<file path="src/rtl/uart_pkg.sv">
// Shared definitions for the UART transmit arbiter: FSM state type and the
// byte value presented on tx_data while nothing has been granted.
package uart_pkg;

  typedef enum logic [1:0] {
    IDLE      = 2'd0,
    ISSUE     = 2'd1,
    WAIT_BUSY = 2'd2,
    WAIT_DONE = 2'd3
  } uart_state_e;

  localparam logic [7:0] UART_IDLE_BYTE = 8'hFF;

endpackage

</file>
<file path="src/rtl/rr_pick.sv">
// Winner search for the UART transmit arbiter.
// Default build: round-robin, search starts at last+1 and wraps at N_REQ.
// With UART_TX_ARB_FIXED_PRIO_EN defined: lowest set request index wins and
// 'last' is ignored.
module rr_pick #(
  parameter int N_REQ = 4,
  parameter int IW    = $clog2(N_REQ)
) (
  input  logic [N_REQ-1:0] req,
  input  logic [IW-1:0]    last,
  output logic             valid,
  output logic [IW-1:0]    idx
);

`ifdef UART_TX_ARB_FIXED_PRIO_EN

  // Fixed priority: scan from the top so the lowest set index is written last.
  // NOTE: every output of a combinational block gets a default first; a path
  // that leaves one unassigned would infer a latch.
  always_comb begin
    valid = 1'b0;
    idx   = '0;
    for (int i = N_REQ - 1; i >= 0; i--) begin
      if (req[i]) begin
        valid = 1'b1;
        idx   = IW'(i);
      end
    end
  end

`else

  // One extra bit so last+k (at most 2*N_REQ-1) cannot overflow before the wrap.
  logic [IW:0] cand;

  // Round-robin: visit last+1 .. last+N_REQ modulo N_REQ, first set bit wins.
  // NOTE: every output of a combinational block gets a default first; a path
  // that leaves one unassigned would infer a latch.
  always_comb begin
    valid = 1'b0;
    idx   = '0;
    cand  = '0;
    for (int k = 1; k <= N_REQ; k++) begin
      cand = {1'b0, last} + (IW+1)'(k);
      if (cand >= (IW+1)'(N_REQ)) begin
        cand = cand - (IW+1)'(N_REQ);
      end
      if (!valid && req[cand[IW-1:0]]) begin
        valid = 1'b1;
        idx   = cand[IW-1:0];
      end
    end
  end

`endif

endmodule

</file>
<file path="src/rtl/uart_tx_arb.sv">
// Arbiter sharing one UART transmitter between N_REQ byte requesters.
// A grant latches the winner's byte, pulses its ack, raises tx_flag for one
// cycle, then follows the transmitter's busy handshake back to IDLE.
// Macro UART_TX_ARB_FIXED_PRIO_EN selects fixed priority instead of
// round-robin (see rr_pick).
module uart_tx_arb
  import uart_pkg::*;
#(
  parameter int N_REQ = 4,
  parameter int IW    = $clog2(N_REQ)
) (
  input  logic               CLK,
  input  logic               RESET_N,
  input  logic [N_REQ-1:0]   req_valid,
  input  logic [8*N_REQ-1:0] req_data,
  output logic [N_REQ-1:0]   req_ack,
  output logic [7:0]         tx_data,
  output logic               tx_flag,
  input  logic               tx_busy,
  output logic [IW-1:0]      grant_id,
  output logic               active
);

  uart_state_e   state;
  uart_state_e   state_nxt;
  logic [IW-1:0] last_grant;
  logic          pick_valid;
  logic [IW-1:0] pick_idx;
  logic          grant;
  logic [7:0]    win_byte;

  rr_pick #(
    .N_REQ (N_REQ),
    .IW    (IW)
  ) u_rr_pick (
    .req   (req_valid),
    .last  (last_grant),
    .valid (pick_valid),
    .idx   (pick_idx)
  );

  // Requests are only evaluated in IDLE with the transmitter free, so any
  // req_valid activity during a frame is simply not looked at.
  assign grant = (state == IDLE) && !tx_busy && pick_valid;

  // State register.
  // NOTE: clocked state uses non-blocking assignments so every register
  // samples the pre-edge values, independent of statement order.
  always_ff @(posedge CLK) begin
    if (!RESET_N) begin
      state <= IDLE;
    end else begin
      state <= state_nxt;
    end
  end

  // Next-state logic following the transmitter's start/busy handshake.
  always_comb begin
    state_nxt = state;
    case (state)
      IDLE:      if (grant)    state_nxt = ISSUE;
      ISSUE:                   state_nxt = WAIT_BUSY;
      WAIT_BUSY: if (tx_busy)  state_nxt = WAIT_DONE;
      WAIT_DONE: if (!tx_busy) state_nxt = IDLE;
      default:                 state_nxt = IDLE;
    endcase
  end

  // Select the winning requester's byte out of the packed data bus.
  always_comb begin
    win_byte = UART_IDLE_BYTE;
    for (int i = 0; i < N_REQ; i++) begin
      if (pick_idx == IW'(i)) begin
        win_byte = req_data[8*i +: 8];
      end
    end
  end

  // Capture the granted byte and owner; they hold until the next grant.
  // last_grant resets to N_REQ-1 so requester 0 is searched first.
  always_ff @(posedge CLK) begin
    if (!RESET_N) begin
      tx_data    <= UART_IDLE_BYTE;
      grant_id   <= '0;
      last_grant <= IW'(N_REQ - 1);
    end else if (grant) begin
      tx_data    <= win_byte;
      grant_id   <= pick_idx;
      last_grant <= pick_idx;
    end
  end

  // Outputs decoded from state: start pulse and ack live only in ISSUE.
  always_comb begin
    tx_flag = (state == ISSUE);
    active  = (state != IDLE);
    req_ack = '0;
    if (state == ISSUE) begin
      req_ack[grant_id] = 1'b1;
    end
  end

endmodule

</file>
<file path="config.mk">
export PLATFORM = sky130hd
export DESIGN_NAME = uart_tx_arb
export DESIGN_NICKNAME = d
export VERILOG_FILES = /design/src/rtl/uart_pkg.sv /design/src/rtl/rr_pick.sv /design/src/rtl/uart_tx_arb.sv
export SDC_FILE = /design/constraint.sdc
export NUM_CORES = 1
export LEC_CHECK = 0
export ABC_CLOCK_PERIOD_IN_PS = 2700
export CORE_AREA = 5 5 49 62
export DETAILED_ROUTE_END_ITERATION = 10
export DIE_AREA = 0 0 54 67
export HOLD_SLACK_MARGIN = 0.1
export PLACE_DENSITY_LB_ADDON = 0.2
export SLEW_MARGIN = 10
export SYNTH_ARGS = -nofsm -noshare
export SYNTH_HDL_FRONTEND = slang
export SYNTH_HIERARCHICAL = 1
export SYNTH_SLANG_ARGS = --single-unit
</file>
<file path="constraint.sdc">
create_clock -name CLK -period 2.7 [get_ports CLK]
set_input_delay 0.405 -clock CLK [delete_from_list [all_inputs] [get_ports CLK]]
set_output_delay 0.405 -clock CLK [all_outputs]
set_load 0.02 [all_outputs]
</file>
* After elaboration in Yosys (flattened, before gate mapping)
Cells that the tools add are included.
** Storage, ports and cells
- Output and inout bits :: 16
- Bits in registers :: 14
- Word-level logic and storage cells :: 76
- Bits of input ports :: 39
** Operators by class
- Mux-type cells :: 31
- Equal/unequal tests :: 9
- Add/sub/neg operators :: 8
- Order comparisons :: 10
- Reduce and logical (&&, ||, !) cells :: 14
** Operators with widths (count)
- 8-bit 2-to-1 mux :: 4
- 2-bit 2-to-1 mux :: 11
- 2-bit by 3-bit less-than comparator with 1-bit output, second input constant :: 5
- 3-bit greater-or-equal comparator, second input constant :: 4
- 1-bit 2-to-1 mux :: 9
- 1-bit binary-select mux with 2-bit select :: 4
- 2-bit equality test, second input constant :: 4
- 2-bit one-hot mux with 4 select lines :: 1
- 2-bit by 1-bit subtractor with 2-bit output, second input constant :: 4
- 2-bit by 2-bit adder with 3-bit output, second input constant :: 2
- 1-bit logical AND :: 6
- 2-bit != test, second input constant :: 3
- 2-bit by 1-bit equality test with 1-bit output, second input constant :: 2
- 1-bit zero test :: 4
- 2-bit zero test :: 2
- 4-bit 2-to-1 mux :: 1
- 2-bit by 1-bit adder with 3-bit output, second input constant :: 1
- 2-bit by 3-bit adder with 3-bit output, second input constant :: 1
- 3-bit AND reduction :: 1
- 1-bit demux with 2-bit select :: 1
- 2-bit by 1-bit greater-or-equal comparator with 1-bit output, second input constant :: 1
- 2-bit nonzero test :: 1

* Longest topological paths before layout
Gate-level depths: netlist of run 1.
- Word-level depth :: 20
- Mapped depth :: 7
- Depth with buffers taken out :: 6

* Modules after synthesis
The synthesis of run 1 kept the hierarchy.
** By module, submodules not included
- uart_tx_arb :: times used 1, cells each 83, seq. area each 280.3 um^2, area each 805.8 um^2
- rr_pick :: times used 1, cells each 14, seq. area each 0.0 um^2, area each 91.3 um^2

* Worst setup path after synthesis of run 1
No wires, ideal clock.
- Path kind :: input to register
- Start :: input port req_valid[2]
- End :: register tx_data[1]
- Arrival time :: 1.599 ns
- Setup slack :: 0.964 ns
- Stages :: 7
- Data required time :: 2.563 ns
- Library setup time :: 0.137 ns
- Path buffers :: 1
- Cells stage by stage :: and2b_1 -> a21oi_2 -> o221ai_2 -> buf_6 -> mux4_2 -> nand2_1 -> nand3_1
** On the way
- Longest elaborated chain between the ends :: 17
- Elaborated cells on any way between the ends :: 31
** RTL lines
- start, declared :: line uart_tx_arb.sv:14 : input logic [N_REQ-1:0] req_valid,
- 1-bit binary-select mux with 2-bit select :: line rr_pick.sv:48 : if (!valid && req[cand[IW-1:0]]) begin
- 1-bit 2-to-1 mux (implied by the code) :: line rr_pick.sv:48
- 1-bit 2-to-1 mux :: line rr_pick.sv:48
- 1-bit zero test :: line rr_pick.sv:48
- 1-bit logical AND :: line rr_pick.sv:48
- 1-bit 2-to-1 mux :: line rr_pick.sv:48
- 1-bit zero test :: line rr_pick.sv:48
- 1-bit logical AND :: line rr_pick.sv:48
- 1-bit 2-to-1 mux :: line rr_pick.sv:48
- 1-bit zero test :: line rr_pick.sv:48
- 1-bit logical AND :: line rr_pick.sv:48
- 2-bit 2-to-1 mux * :: line rr_pick.sv:48
- named net pick_idx[0] :: line uart_tx_arb.sv:28 : logic [IW-1:0] pick_idx;
- 2-bit zero test :: line uart_tx_arb.sv:73 : if (pick_idx == IW'(i)) begin
- 8-bit 2-to-1 mux (3 in series) :: line uart_tx_arb.sv:73
- 8-bit 2-to-1 mux * :: line uart_tx_arb.sv:73
- end signal, assigned :: line uart_tx_arb.sv:87 : tx_data <= win_byte;
- end, declared :: line uart_tx_arb.sv:17 : output logic [7:0] tx_data,
Mark *: on every way through the listed nets, which the timed path passes. The rest lies on a longest branch. The select of a mux whose other input is x is not followed.
A chain may end at the register's enable or synchronous reset.

* Worst setup path after layout of run 1
- Start :: register state[1]
- End :: output port req_ack[0]
** On the way
- Longest elaborated chain between the ends :: 2
** RTL lines
- start, declared :: line uart_tx_arb.sv:24 : uart_state_e state;
- start signal, assigned :: line uart_tx_arb.sv:53 : state <= state_nxt;
- 2-bit by 1-bit equality test with 1-bit output :: line uart_tx_arb.sv:98 : if (state == ISSUE) begin
- 4-bit 2-to-1 mux :: line uart_tx_arb.sv:98
- end, declared :: line uart_tx_arb.sv:16 : output logic [N_REQ-1:0] req_ack,
No other way between the ends.

==> results.json, run 1 <==
{
  "outcome": "finished, final reports clean",
  "cts_setup_buffers": 0,
  "die_w_um": 54,
  "drive_gt1_frac": 0.106,
  "cts_resized": 0,
  "grt_pass1_vias": 990,
  "firstDrtPassIters": 4,
  "grt_max_degree": 16,
  "cts.sink_count": 14,
  "viasPerCell": 4.93,
  "crit_path_max_fanout": 5,
  "core_mm2": 0.00238,
  "power_density_mw_per_mm2": 735,
  "final_cells": 184,
  "synth_fp_nets": 140,
  "hold_path_class": "reg2reg",
  "use_met3": 0.0470,
  "hold_buffers": 0,
  "placementRows": 20,
  "wl_per_cell_um": 13.2,
  "grt_util_met1": 0.145,
  "skew_ns": 0.00460,
  "drv_cap": 0,
  "max_freq_ghz": 0.461,
  "pin_count": 55,
  "clock-root-buffer": "clkbuf_4",
  "placed_cells": 181,
  "routed_wl_um": 2420,
  "finalSetupViolations": 0,
  "final_antenna_net_count": 0,
  "netlist_area_um2": 897,
  "grt_use_total": 0.155,
  "leakagePower_nw": 0.630,
  "worst_setup_path_end_kind": "output pin",
  "final_common_cell": "clkdlybuf4s50_1",
  "drt_iter0_markers": 15,
  "fin_crit_sh": 0.803,
  "slew_headroom": 0.664,
  "routabilityCongestion": 0.680,
  "die_area_mm2": 0.00362,
  "cts_tree": "yes",
  "required_ns": 2.30,
  "maxSlewViolCount": 0,
  "dieHeight_um": 67,
  "synth-seq-area-share": 0.312,
  "finalHoldViolCount": 0,
  "diodes": 0,
  "tightest_slew_ns": 0.503,
  "post_synth.cell_area_avg_um2": 9.25,
  "startpoint_type": "register",
  "grt_pass1_wl_um": 4130,
  "ctsHtreeMaxLevel": 1,
  "use_met2": 0.300,
  "final_cell_mix": "clkdlybuf4s50_1 (54), nand2_1 (26), dfxtp_1 (14), nand3_1 (10), mux4_2 (8)",
  "rsz0062_at_grt": "no",
  "num_vias": 907,
  "start_util": 0.377,
  "worstSetupPathType": "reg2out",
  "clk_pin_slew_ns": 0.08,
  "final_nets": 196,
  "synthDistinctLibCells": 26,
  "clock_latency_ns": 0.27,
  "synth-seq-cells": 14,
  "hold_ws_ns": 0.468,
  "fin_setup_tns_ns": 0,
  "area_growth_pct": 65.7,
  "antenna_found_initial": 0,
  "syn_inst": 97,
  "cts_buffers": 3,
  "portBuffers": 54,
  "drc_errors": 0,
  "peakVddDrop_mv": 0.330,
  "gr-max-usage-layer": "met2",
  "finalCriticalPeriod_ns": 2.17,
  "clockBufferDepth": 2,
  "critPathArrivalTime_ns": 1.76,
  "yosysWarningCount": 6,
  "dpl.hpwl_um": 2080,
  "grt_overflow_total": 0
}
[synthesized netlist by cell type]
library cell  instances  area, um2
o221ai_2              1       15.0
a21oi_1               2       10.0
nand3b_1              1       7.51
nand3_1              10       50.1
mux4_2                8        180
mux2_2                1       11.3
buf_6                 1       11.3
a21oi_2               1       8.76
inv_1                 5       18.8
a31oi_1               1       6.26
and3b_1               2       17.5
nor3b_1               1       7.51
clkbuf_1              1       3.75
dfxtp_1              14        280
o211a_1               1       10.0
nand2b_1              3       18.8
and3_1                1       6.26
a21boi_0              2       15.0
o32ai_1               1       8.76
nor2_1                3       11.3
nand2_1              26       97.6
mux2i_1               2       20.0
a211o_1               1       8.76
buf_2                 3       15.0
and2b_1               1       7.51
ha_1                  4       50.1
[per-stage QoR]
stage                     total power [mW]  cell area [um2]  utilization  setup WS (ns)
after global routing                  1.19             1490        0.625          0.390
after detailed placement              1.00             1460        0.616          0.314
after global placement               0.978             1460        0.616          0.393
final                                 1.09             1490        0.625          0.533
after floorplan                      0.742              897            -          0.964
after CTS                             1.11             1490        0.625          0.524
[cell families after synthesis]
kind of cell,after synthesis,synth area share
adders and majority gates,4,0.0558
buffers and inverters,10,0.0544
muxes,11,0.236
AOI/OAI and AO/OA,10,0.0921
and+or+nand+nor,48,0.250
DFF,14,0.312
[routing by layer]
metal | routed length [um] | vias up
met2 | 1340 | 40
met5 | 0 | -
met3 | 212 | 2
li1 | - | 452
met4 | 33 | 0
met1 | 835 | 413
[final cells by class]
class,instances,area (um2)
inverter,5,18.8
tap,33,41.3
fill,218,891
sequential,14,280
multi-input combinational,73,568
clock buffer,3,22.5
timing repair buffer,56,556
[critical path: stages, from the launching register on]
cell and delay (ns):
dfxtp_1 0.34, inv_1 0.09, ha_1 0.22, nor3b_1 0.21, clkdlybuf4s50_1 0.63
[report_power, final]
group | switching [mW] | total [mW] | leakage, nW | internal, mW
registers | 0.0529 | 0.325 | 0.116 | 0.273
logic | 0.314 | 0.657 | 0.500 | 0.343
clock network | 0.0584 | 0.110 | 0.0138 | 0.0515
total | 0.425 | 1.09 | 0.630 | 0.667
[state kept, by name (all words and copies together) (netlist names)]
name and cells:
grant_id 2, state 2, tx_data 8, last_grant 2
[final timing paths]
check,startpoint,end,slack (ns),cells past startpoint
setup / recovery,state[1]$_SDFFE_PN0P_,req_ack[0],0.53,4
hold / removal,tx_data[2]$_SDFFE_PN1P_,tx_data[2]$_SDFFE_PN1P_,0.47,2
setup reg to reg,last_grant[1]$_SDFFE_PN1P_,tx_data[1]$_SDFFE_PN1P_,0.86,7
hold reg to reg,tx_data[2]$_SDFFE_PN1P_,tx_data[2]$_SDFFE_PN1P_,0.47,2
No activity file was read; power rests on OpenSTA's default activity.
==> run 2, diff against run 1 <==
Settings changed: ABC_CLOCK_PERIOD_IN_PS 2700 to 2020, CORE_AREA 5 5 49 62 to 5 5 51 64, DIE_AREA 0 0 54 67 to 0 0 56 69.
Clock period 2.7 ns to 2.02 ns, I/O delays scaled along.
==> results.json, run 2 (synthesis gave the netlist of run 1 again) <==
{
  "use_met2": 0.221,
  "num_vias": 937,
  "core_mm2": 0.00260,
  "hold_ws_ns": 0.474,
  "worstSetupPathType": "in2reg",
  "max_flop_register": "tx_data",
  "crit_path_max_fanout": 4,
  "wl_per_cell_um": 13.0,
  "gr-max-usage-layer": "met2",
  "crit_buf_inv": 2,
  "power_density_mw_per_mm2": 995,
  "cts.sink_count": 14,
  "hold_path_class": "reg2reg",
  "maxSlewViolCount": 0,
  "dieHeight_um": 69,
  "max_freq_ghz": 0.526,
  "start_util": 0.345,
  "worst_setup_path_end_kind": "register",
  "area_growth_pct": 75.7,
  "routabilityCongestion": 0.691,
  "max_stage_delay_ns": 0.52,
  "outcome": "finished, final reports clean",
  "clockBufferDepth": 2,
  "slowest_stage": "clkdlybuf4s50_1",
  "viasPerCell": 4.96,
  "drive_gt1_frac": 0.135,
  "placementRows": 21,
  "clk_pin_slew_ns": 0.08,
  "diodes": 0,
  "multiInputGateArea_um2": 579,
  "drc_errors": 0,
  "fin_crit_sh": 0.941,
  "drv_cap": 0,
  "finalHoldViolCount": 0,
  "tightest_slew_ns": 0.516,
  "grt_use_total": 0.123,
  "dpl.hpwl_um": 1900,
  "nFillCells": 233,
  "crit_family": "buffers and inverters",
  "skew_ns": 0.00278,
  "grt_max_degree": 16,
  "final_nets": 199,
  "peakVddDrop_mv": 0.431,
  "cts_tree": "yes",
  "drt_iter0_markers": 14,
  "grt_util_met1": 0.130,
  "hold_buffers": 0,
  "die_w_um": 56,
  "antenna_found_initial": 0,
  "finalCriticalPeriod_ns": 1.90,
  "use_met3": 0.0354,
  "pin_count": 55,
  "clock_latency_ns": 0.28,
  "portBuffers": 54,
  "leakagePower_nw": 0.740,
  "rsz0062_at_grt": "no",
  "critPathArrivalTime_ns": 2.04,
  "grt_pass1_vias": 944,
  "slew_headroom": 0.655,
  "final_antenna_net_count": 0,
  "largest_reg_flops": 8,
  "final_cell_mix": "clkdlybuf4s50_1 (47), nand2_1 (26), dfxtp_1 (13), nand3_1 (10), mux4_2 (8)",
  "dp_slack_ns": -0.230,
  "seqCellArea_um2": 282,
  "grt_overflow_total": 0,
  "cts_buffers": 3,
  "startpoint_type": "input port",
  "finalSetupViolations": 0,
  "firstDrtPassIters": 4,
  "cp_cell_sequence": "clkdlybuf4s50_1 > mux2i_1 > o221ai_4 > clkbuf_16 > mux4_2 > nand2_1 > nand3_1",
  "grt_pass1_wl_um": 3910,
  "fin_ws_ns": 0.120,
  "ctsHtreeMaxLevel": 1,
  "clock-root-buffer": "clkbuf_4",
  "final_common_cell": "clkdlybuf4s50_1",
  "die_area_mm2": 0.00386,
  "required_ns": 2.16,
  "routed_wl_um": 2460
}
==> run 2: cell types whose count changed in the layout (fill, tap and decap cells not counted), sizes merged <==
| cell | previous run | this run |
|---|---|---|
| dlymetal6s2s | 0 | 5 |
| buf | 2 | 4 |
| dlygate4sd2 | 0 | 2 |
| clkdlybuf4s50 | 54 | 47 |
| clkbuf | 3 | 5 |
==> run 2: per-stage QoR <==
stage / total power [mW] / utilization / setup TNS (ns) / instances / instance area, um2
final: 1.57 / 0.606 / 0 / 189 / 1580
after global routing: 1.69 / 0.606 / 0 / 189 / 1580
after CTS: 1.55 / 0.587 / 0 / 188 / 1530
after detailed placement: 1.36 / 0.574 / -1.71 / 184 / 1490
after global placement: 1.33 / 0.574 / -1.26 / 184 / 1490
after floorplan: 0.992 / - / 0 / 97 / 897
==> run 2: what timing repair did <==
action	in CTS	in global routing
pin swaps	0	1
endpoints found under the setup margin	2	4
resized for setup	2	7
buffers inserted	0	0
gates cloned	0	1
==> run 2: routing by layer <==
metal	routed length [um]	vias up
li1	-	458
met1	958	426
met2	1220	51
met3	259	2
met4	19	0
met5	0	-
==> run 2: report_power, final <==
group / leakage [nW] / total [mW] / internal [mW] / switching, mW
clock network: 0.0210 / 0.199 / 0.110 / 0.0892
registers: 0.116 / 0.441 / 0.366 / 0.0756
logic: 0.603 / 0.929 / 0.496 / 0.433
==> run 2: final timing paths <==
kind	start	end	slack (ns)	depth (start not counted)
worst min-delay path	tx_data[7]$_SDFFE_PN1P_	tx_data[7]$_SDFFE_PN1P_	0.47	2
worst min register to register	tx_data[7]$_SDFFE_PN1P_	tx_data[7]$_SDFFE_PN1P_	0.47	2
worst max-delay path	req_valid[1]	tx_data[2]$_SDFFE_PN1P_	0.12	7
worst max register to register	last_grant[1]$_SDFFE_PN1P_	tx_data[2]$_SDFFE_PN1P_	0.16	7
==> run 2: final cells by class <==
class                           count  area share
Tap cell                           34      0.0270
Sequential cell                    14       0.179
Clock buffer                        4      0.0230
Timing Repair Buffer               59       0.392
Inverter                            5      0.0119
Multi-Input combinational cell     73       0.367
==> run 2: worst min-delay path, cell delays in order (launching register included) <==
cell and delay, ns:
dfxtp_1 0.33, nand2_1 0.05, nand3_1 0.07
